[src/rtl/mem_arb_pkg.sv]
// mem_arb_pkg: shared constants for the memory port arbiter.
//   State codes, owner codes, access kind codes, read-latency bounds and
//   the counter width used by the read-latency down-counter.
package mem_arb_pkg;

   typedef logic [1:0] state_t;

   localparam state_t ST_IDLE   = 2'd0;
   localparam state_t ST_ACCESS = 2'd1;
   localparam state_t ST_WAIT   = 2'd2;
   localparam state_t ST_DONE   = 2'd3;

   localparam logic OWN_CPU = 1'b0;
   localparam logic OWN_DMA = 1'b1;

   typedef logic [1:0] kind_t;

   localparam kind_t K_FETCH = 2'd0;
   localparam kind_t K_READ  = 2'd1;
   localparam kind_t K_WRITE = 2'd2;

   localparam int RD_LAT_MIN = 1;
   localparam int RD_LAT_MAX = 7;
   localparam int CNT_W      = 3;   // holds RD_LAT_MAX-1

   function automatic bit rd_lat_ok(input int lat);
      return (lat >= RD_LAT_MIN) && (lat <= RD_LAT_MAX);
   endfunction

endpackage

[src/rtl/mem_arb_rr.sv]
// mem_arb_rr: two-input round-robin picker.
//   req_cpu, req_dma : pending requests
//   last_owner       : owner of the most recently completed access
//   grant_valid      : at least one request pending
//   grant_owner      : chosen owner (OWN_CPU / OWN_DMA)
// Purely combinational; the last_owner register lives in the parent.
module mem_arb_rr
   import mem_arb_pkg::*;
(
   input  logic req_cpu,
   input  logic req_dma,
   input  logic last_owner,
   output logic grant_valid,
   output logic grant_owner
);

   always_comb begin
      grant_valid = req_cpu | req_dma;
      grant_owner = OWN_CPU;
      if (req_cpu && req_dma) begin
         grant_owner = (last_owner == OWN_CPU) ? OWN_DMA : OWN_CPU;
      end else if (req_dma) begin
         grant_owner = OWN_DMA;
      end
   end

endmodule

[src/rtl/mem_port_arbiter.sv]
// mem_port_arbiter: shares one RAM port between the CPU (fetch/read/write)
// and a DMA requester, sequencing address phase, read latency and completion.
//   clk_100, rst_n                 : clock, async active-low reset
//   cpu_fetch/read/write, cpu_addr, cpu_wdata -> cpu_rdata, cpu_wait
//   dma_req, dma_we, dma_addr, dma_wdata      -> dma_rdata, dma_done
//   mem_addr, mem_wdata, mem_we, mem_re <- mem_rdata : RAM port
//   err_multi                      : sticky, several cpu_* requests at once
//
// state  | meaning
// IDLE   | no access in flight; grant decided at the next edge
// ACCESS | one-cycle address phase, mem_we or mem_re strobed
// WAIT   | counting down the RAM read latency
// DONE   | completion cycle: dma_done or cpu_wait released
module mem_port_arbiter
   import mem_arb_pkg::*;
#(
   parameter int ADDR_W = 16,
   parameter int DATA_W = 16,
   parameter int RD_LAT = 2
)
(
   input  logic              clk_100,
   input  logic              rst_n,
   input  logic              cpu_fetch,
   input  logic              cpu_read,
   input  logic              cpu_write,
   input  logic [ADDR_W-1:0] cpu_addr,
   input  logic [DATA_W-1:0] cpu_wdata,
   output logic [DATA_W-1:0] cpu_rdata,
   output logic              cpu_wait,
   input  logic              dma_req,
   input  logic              dma_we,
   input  logic [ADDR_W-1:0] dma_addr,
   input  logic [DATA_W-1:0] dma_wdata,
   output logic [DATA_W-1:0] dma_rdata,
   output logic              dma_done,
   output logic [ADDR_W-1:0] mem_addr,
   output logic [DATA_W-1:0] mem_wdata,
   output logic              mem_we,
   output logic              mem_re,
   input  logic [DATA_W-1:0] mem_rdata,
   output logic              err_multi
);

   if (!rd_lat_ok(RD_LAT)) begin : g_rd_lat_check
      $error("mem_port_arbiter: RD_LAT must be within 1..7");
   end

   state_t            state;
   logic              owner_q;
   logic              last_owner;
   kind_t             kind_q;
   logic [ADDR_W-1:0] addr_q;
   logic [DATA_W-1:0] wdata_q;
   logic [CNT_W-1:0]  cnt;

   logic  cpu_any;
   logic  cpu_multi;
   kind_t cpu_kind;
   logic  grant_valid;
   logic  grant_owner;
   logic  in_access;
   logic  capture;

   assign cpu_any   = cpu_fetch | cpu_read | cpu_write;
   assign cpu_multi = (cpu_fetch & cpu_read) | (cpu_fetch & cpu_write) | (cpu_read & cpu_write);

   always_comb begin
      cpu_kind = K_FETCH;
      if (cpu_write) begin
         cpu_kind = K_WRITE;
      end else if (cpu_read) begin
         cpu_kind = K_READ;
      end
   end

   mem_arb_rr u_rr (
      .req_cpu     (cpu_any),
      .req_dma     (dma_req),
      .last_owner  (last_owner),
      .grant_valid (grant_valid),
      .grant_owner (grant_owner)
   );

   assign in_access = (state == ST_ACCESS);

   // With RD_LAT=1 the data is taken at the end of the address phase itself.
   assign capture = (in_access && (kind_q != K_WRITE) && (RD_LAT == 1))
                  || ((state == ST_WAIT) && (cnt == '0));

   always_ff @(posedge clk_100 or negedge rst_n) begin
      if (!rst_n) begin
         state      <= ST_IDLE;
         owner_q    <= OWN_DMA;
         last_owner <= OWN_DMA;
         kind_q     <= K_FETCH;
         addr_q     <= '0;
         wdata_q    <= '0;
         cnt        <= '0;
         err_multi  <= 1'b0;
      end else begin
         if (cpu_multi) begin
            err_multi <= 1'b1;
         end
         case (state)
            ST_IDLE: begin
               if (grant_valid) begin
                  owner_q <= grant_owner;
                  state   <= ST_ACCESS;
                  if (grant_owner == OWN_CPU) begin
                     kind_q  <= cpu_kind;
                     addr_q  <= cpu_addr;
                     wdata_q <= cpu_wdata;
                  end else begin
                     kind_q  <= dma_we ? K_WRITE : K_READ;
                     addr_q  <= dma_addr;
                     wdata_q <= dma_wdata;
                  end
               end
            end
            ST_ACCESS: begin
               if (kind_q == K_WRITE || RD_LAT == 1) begin
                  state <= ST_DONE;
               end else begin
                  cnt   <= CNT_W'(RD_LAT - 1);
                  state <= ST_WAIT;
               end
            end
            ST_WAIT: begin
               if (cnt == '0) begin
                  state <= ST_DONE;
               end else begin
                  cnt <= cnt - 1'b1;
               end
            end
            ST_DONE: begin
               last_owner <= owner_q;
               state      <= ST_IDLE;
            end
            default: state <= ST_IDLE;
         endcase
      end
   end

   always_ff @(posedge clk_100 or negedge rst_n) begin
      if (!rst_n) begin
         cpu_rdata <= '0;
         dma_rdata <= '0;
      end else if (capture) begin
         if (owner_q == OWN_CPU) begin
            cpu_rdata <= mem_rdata;
         end else begin
            dma_rdata <= mem_rdata;
         end
      end
   end

   // Address/data are only presented during the address phase so the RAM
   // port is quiet otherwise.
   assign mem_addr  = in_access ? addr_q : '0;
   assign mem_wdata = in_access ? wdata_q : '0;
   assign mem_we    = in_access && (kind_q == K_WRITE);
   assign mem_re    = in_access && (kind_q != K_WRITE);

   assign dma_done = (state == ST_DONE) && (owner_q == OWN_DMA);
   assign cpu_wait = cpu_any && !((state == ST_DONE) && (owner_q == OWN_CPU));

endmodule

[config.mk]
export PLATFORM = sky130hd
export DESIGN_NAME = mem_port_arbiter
export DESIGN_NICKNAME = d
export VERILOG_FILES = /design/src/rtl/mem_arb_pkg.sv /design/src/rtl/mem_arb_rr.sv /design/src/rtl/mem_port_arbiter.sv
export SDC_FILE = /design/constraint.sdc
export NUM_CORES = 1
export LEC_CHECK = 0
export CAP_MARGIN = 30
export CORE_ASPECT_RATIO = 1.25
export CORE_UTILIZATION = 46
export DETAILED_ROUTE_END_ITERATION = 16
export PLACE_DENSITY = 0.86
export SLEW_MARGIN = 20
export SYNTH_ARGS = -nofsm -noshare
export SYNTH_HDL_FRONTEND = slang
export SYNTH_SLANG_ARGS = --single-unit
[constraint.sdc]
create_clock -name clk_100 -period 4.3 [get_ports clk_100]
set_clock_uncertainty 0.15 [all_clocks]
set_input_delay 0.86 -clock clk_100 [delete_from_list [all_inputs] [get_ports clk_100]]
set_output_delay 0.86 -clock clk_100 [all_outputs]
set_load 0.005 [all_outputs]
== Word level (Yosys, flattened, before mapping) ==
Cells that the tools add are included.

* $add $sub $neg: 1
* Equal/unequal tests: 9
* Multiplexer cells: 18
* Bitwise gates (word level): 9
* Reduce and logical (&&, ||, !) cells: 16

{| class="wikitable"
|+ Operator list
! operator !! number
|-
| $mux W16 || 4
|-
| $mux W2 || 5
|-
| $ne A2 B2 Y1 const B || 4
|-
| $pmux W2 S4 || 1
|-
| $reduce_and A2 Y1 || 4
|-
| $logic_and A1 B1 Y1 || 7
|-
| $eq A2 B2 Y1 const B || 3
|-
| $mux W3 || 2
|-
| $pmux W3 S2 || 1
|-
| $mux W1 || 5
|-
| $or A1 B1 Y1 || 5
|-
| $and A1 B1 Y1 || 3
|-
| $logic_not A3 Y1 || 1
|-
| $reduce_and A3 Y1 || 1
|-
| $sub A3 B1 Y3 const B || 1
|-
| $eq A2 B1 Y1 const B || 1
|-
| $logic_not A2 Y1 || 1
|-
| $ne A2 B1 Y1 const B || 1
|-
| $reduce_bool A2 Y1 || 1
|-
| $logic_not A1 Y1 || 1
|-
| $not A1 Y1 || 1
|}

* Flip-flop bits (word level): 74
* Input bits: 87
* Output and inout port bits: 69
* Logic and storage cells: 63

== Depth between registers and ports, before layout ==
* Depth in word-level cells: 5
* Depth in mapped cells: 7
* Depth with buffers taken out: 6

== Hierarchy ==
Synthesis repeated with hierarchy kept, for this count alone.

* Cells, all modules: 305
* Area total of the unflattened synthesis: 3594.7 µm²

{| class="wikitable"
|+ By module, submodules not included
! module !! times used !! cells each !! area each (µm²) !! sequential area each (µm²)
|-
| mem_port_arbiter || 1 || 303 || 3580.9 || 1854.3
|-
| mem_arb_rr || 1 || 2 || 13.8 || 0.0
|}

== Worst setup path before layout ==
Ideal clock, no wire load.

* Path type: input-to-output
* From: in cpu_write
* To: out cpu_wait
* Arrival: 1.298 ns
* Data required time: 3.290 ns
* Slack: 1.992 ns
* Stages on the path: 3
* Buffers on the path: 1
* Path through: buf_2 > nor2_1 > a22oi_1

* Cells in the longest elaborated chain, start to end: 2

{| class="wikitable"
|+ RTL lines
! element !! RTL line !! text
|-
| start: declaration || mem_port_arbiter.sv:26 || <nowiki>input logic cpu_write,</nowiki>
|-
| $or A1 B1 Y1 || mem_port_arbiter.sv:65 || <nowiki>assign cpu_any = cpu_fetch | cpu_read | cpu_write;</nowiki>
|-
| $logic_and A1 B1 Y1 || mem_port_arbiter.sv:166 || <nowiki>assign cpu_wait = cpu_any && !((state == ST_DONE) && (owner_q == OWN_CPU));</nowiki>
|-
| end: declaration || mem_port_arbiter.sv:30 || <nowiki>output logic cpu_wait,</nowiki>
|}

No other way between the ends.

== Final worst setup path ==
Same ends and word-level chain as after synthesis.

==> impl_metrics.csv <==
group,metric,value,unit
critical_path,crit_path_end_kind,"output pin",
detailed_routing,drc,0,
critical_path,path_class,"in2out",
finish,multiInputGateArea,0.001608,mm^2
sta,finalCritPeriodShare,0.8108,
detailed_routing,viasPerCell,5.539,
finish,drive_above_1_share,0.1270,
die,start_util,0.4719,
critical_path,path_cells,"clkdlybuf4s50_1 -> nor2_1 -> a22oi_1 -> clkdlybuf4s50_1",
pwr,clkPwrFrac,0.135,
synthesis,synth_edf_count,0,
critical_path,cp_top_family,"buffers and inverters",
pwr,p_leak,2.166,nW
detailed_routing,routedWlPerCell,17.52,um
sta,period_minus_slack,3.487,ns
sta,max_freq,0.2868,GHz
sta,rsz0062_at_grt,"no",
pwr,max-vdd-ir-drop,0.5337,mV
die,placementRows,36,
pwr,power_switching_share,0.3465,
synthesis,synth_top_area_frac,0.4928,
placed_design,port_buffers,155,
detailed_routing,drt_iter0_drc,177,
clocking,cts.clk_slew.worst_paths,0.08,ns
clocking,htreeDepth,3,
sta,slew_headroom,0.4280,
hold_path,hp-class,"in2async",
synthesis,synth-main-ff-cell,"dfrtp_1",
sta,hold_ws,0.2691,ns
clocking,cts.hold.buffers_added,0,
placed_design,dpl_worst_slack,0.8338,ns
synthesis,netlist_top_cells_area,"dfrtp_1, mux2_2, a31oi_1",
synthesis,syn_nets,448,
finish,layout.cells.non_filler,599,
clocking,cts_made_buffers,9,
pwr,p_comb_frac,0.516,
clocking,cts.sinks,74,
die,die_h,101.7,um
sta,slew_viol_final,0,
finish,nNetsFinal,593,
detailed_routing,ant_nets,0,
global_routing,grt_overflow,0,
pwr,seqPwrFrac,0.349,
pwr,p_sw,1.237,mW
synthesis,synth_area,0.003656,mm^2
global_routing,grt_pass1_vias,3313,
sta,setup_tns,0,ns
run,drv_cap,0,
finish,area_growth,47.81,%
synthesis,synthCells,354,
pwr,p_per_area,660.4,mW/mm^2
critical_path,cp_max_fo,10,
placed_design,placedCellCount,582,
clocking,insertion_delay,0.35,ns
pwr,p_int,2.332,mW
clocking,cts_tree,"built",
critical_path,crit_required,3.29,ns
clocking,clock-root-buffer,"clkbuf_8",
global_routing,grt_pass1_wl,15950,um
synthesis,yosys.area.top_type,"dfrtp_1",
clocking,cts_buffer_depth,2,
critical_path,crit_top_cell,"clkdlybuf4s50_1",
clocking,cts_resized,0,
sta,finalSetupViolCount,0,
die,dieWidth,81.74,um
clocking,cts_setup_buffers,0,
global_routing,grt_max_degree,75,
synthesis,syn_area_per_cell,10.33,um^2
critical_path,cp.arrival,2.48,ns
synthesis,async_reset_ff_frac,1.000,
sta,setup_ws,0.8134,ns
finish,ff_latch_area,0.001854,mm^2
synthesis,yosysSeqAreaShare,0.5072,
global_routing,grt_usage,0.2589,
die,dieArea,0.008311,mm^2
critical_path,cp_slowest_cell,"clkdlybuf4s50_1",
synthesis,synth.distinct_cells,35,
global_routing,antenna_found_initial,0,
detailed_routing,drtPass1Iterations,5,
placed_design,place_hpwl,7193,um
detailed_routing,drt_wl_total,10500,um
critical_path,setup.worst_path.start_class,"input pin",
die,io_pins,156,
die,core_area,0.007747,mm^2
finish,fillers,576,
detailed_routing,vias,3318,
placed_design,routabilityCongestion,0.8311,
critical_path,critPathBufInv,2,
critical_path,max_stage_delay,0.74,ns
outcome,status,"finished clean",
sta,worstMarginPinSlew,0.8556,ns
finish,antennaDiodeCount,0,
sta,hold_viol_final,0,
synthesis,synth_seq_cells,74,
synthesis,ys_warn_count,0,
registers in the layout, indices dropped and copies added (netlist names):
signal      flops
addr_q         16
last_owner      1
kind_q          2
wdata_q        16
owner_q         1
cnt             3
state           2
cpu_rdata      16
err_multi       1
dma_rdata      16
cell usage in the layout (no fill, tap or decap), types with 2 or more instances in the layout:
master	n
clkdlybuf4s50_1	154
dfrtp_1	72
a21oi_1	36
nor2_1	35
mux2_2	34
and2_1	33
a31oi_1	33
o21ai_0	28
clkbuf_8	10
inv_1	9
ha_1	7
buf_4	7
nand3_1	6
o21ai_1	6
nor2b_1	3
clkinv_2	3
nand2_1	2
o2bb2ai_1	2
a211oi_1	2
clkinvlp_4	2
dfstp_2	2
cell usage after synthesis, drive strengths merged (3+ instances only):
master	count
and2	33
ha	7
a31oi	33
o21ai	35
inv	10
clkbuf	12
nand3	6
mux2	34
nor2	35
dfrtp	72
nor2b	3
a21oi	36
buf	16
final cells by class:
| class | count | share of cell area |
|---|---|---|
| inverters | 10 | 0.006946 |
| clock buffers | 11 | 0.02616 |
| well taps | 95 | 0.02200 |
| multi-input cells | 242 | 0.2975 |
| repair buffers | 162 | 0.2987 |
| clock inverters | 5 | 0.005557 |
| flip-flops and latches | 74 | 0.3431 |
power groups by stage:
stage / logic, mW / registers (mW) / clock network [mW]
2_1_floorplan: 0.945 / 1.22 / 0
3_3_place_gp: 1.79 / 1.22 / 0
3_5_place_dp: 1.84 / 1.25 / 0
4_1_cts: 1.85 / 1.24 / 0.490
5_1_grt: 2.01 / 1.28 / 0.521
6_report: 1.84 / 1.25 / 0.481
worst paths after layout:
check | end | cells past startpoint | slack, ns | startpoint
min reg2reg | cnt[1] | 1 | 0.35 | cnt[1]
min in group clk_100 | cnt[1] | 1 | 0.35 | cnt[1]
min | dma_rdata[2] | 1 | 0.27 | rst_n
max in group asynchronous | wdata_q[15] | 2 | 3.16 | rst_n
max reg2reg | dma_rdata[6] | 5 | 1.96 | cnt[0]
max | cpu_wait | 4 | 0.81 | cpu_write
logic make-up after synthesis:
group	after synthesis	share of synthesized area
multiplexers	34	0.1047
buffers and inverters	38	0.05304
adder cells (fa/ha/maj)	7	0.02396
flip-flops	74	0.5072
AO/OA/AOI/OAI	118	0.1961
AND/OR/NAND/NOR	83	0.1150
per-stage QoR:
step | power (mW) | area (um^2) | utilization
after CTS | 3.586 | 5384 | 0.6949
after floorplan | 2.168 | 3656 | -
final | 3.569 | 5404 | 0.6975
after global placement | 3.013 | 5213 | 0.6728
after global routing | 3.820 | 5404 | 0.6975
after detailed placement | 3.092 | 5213 | 0.6728
worst reg2reg max path, delay by kind of cell (launching register included):
family        cells  cell delay [ns]
mux               1             0.54
buf+inv           1             0.07
flops             1             0.41
fa+ha+maj         2             0.41
simple gates      1             0.65
per-layer routing:
metal,routed length [um],part of all wire,vias to the layer above,track usage
met1,4045,0.39,1615,0.2931
met3,938,0.089,17,0.1027
li1,-,-,1542,-
met4,173,0.016,0,0.09042
met5,0,0,-,0
met2,5338,0.51,144,0.4374
Power figures use the tool's default switching activity.
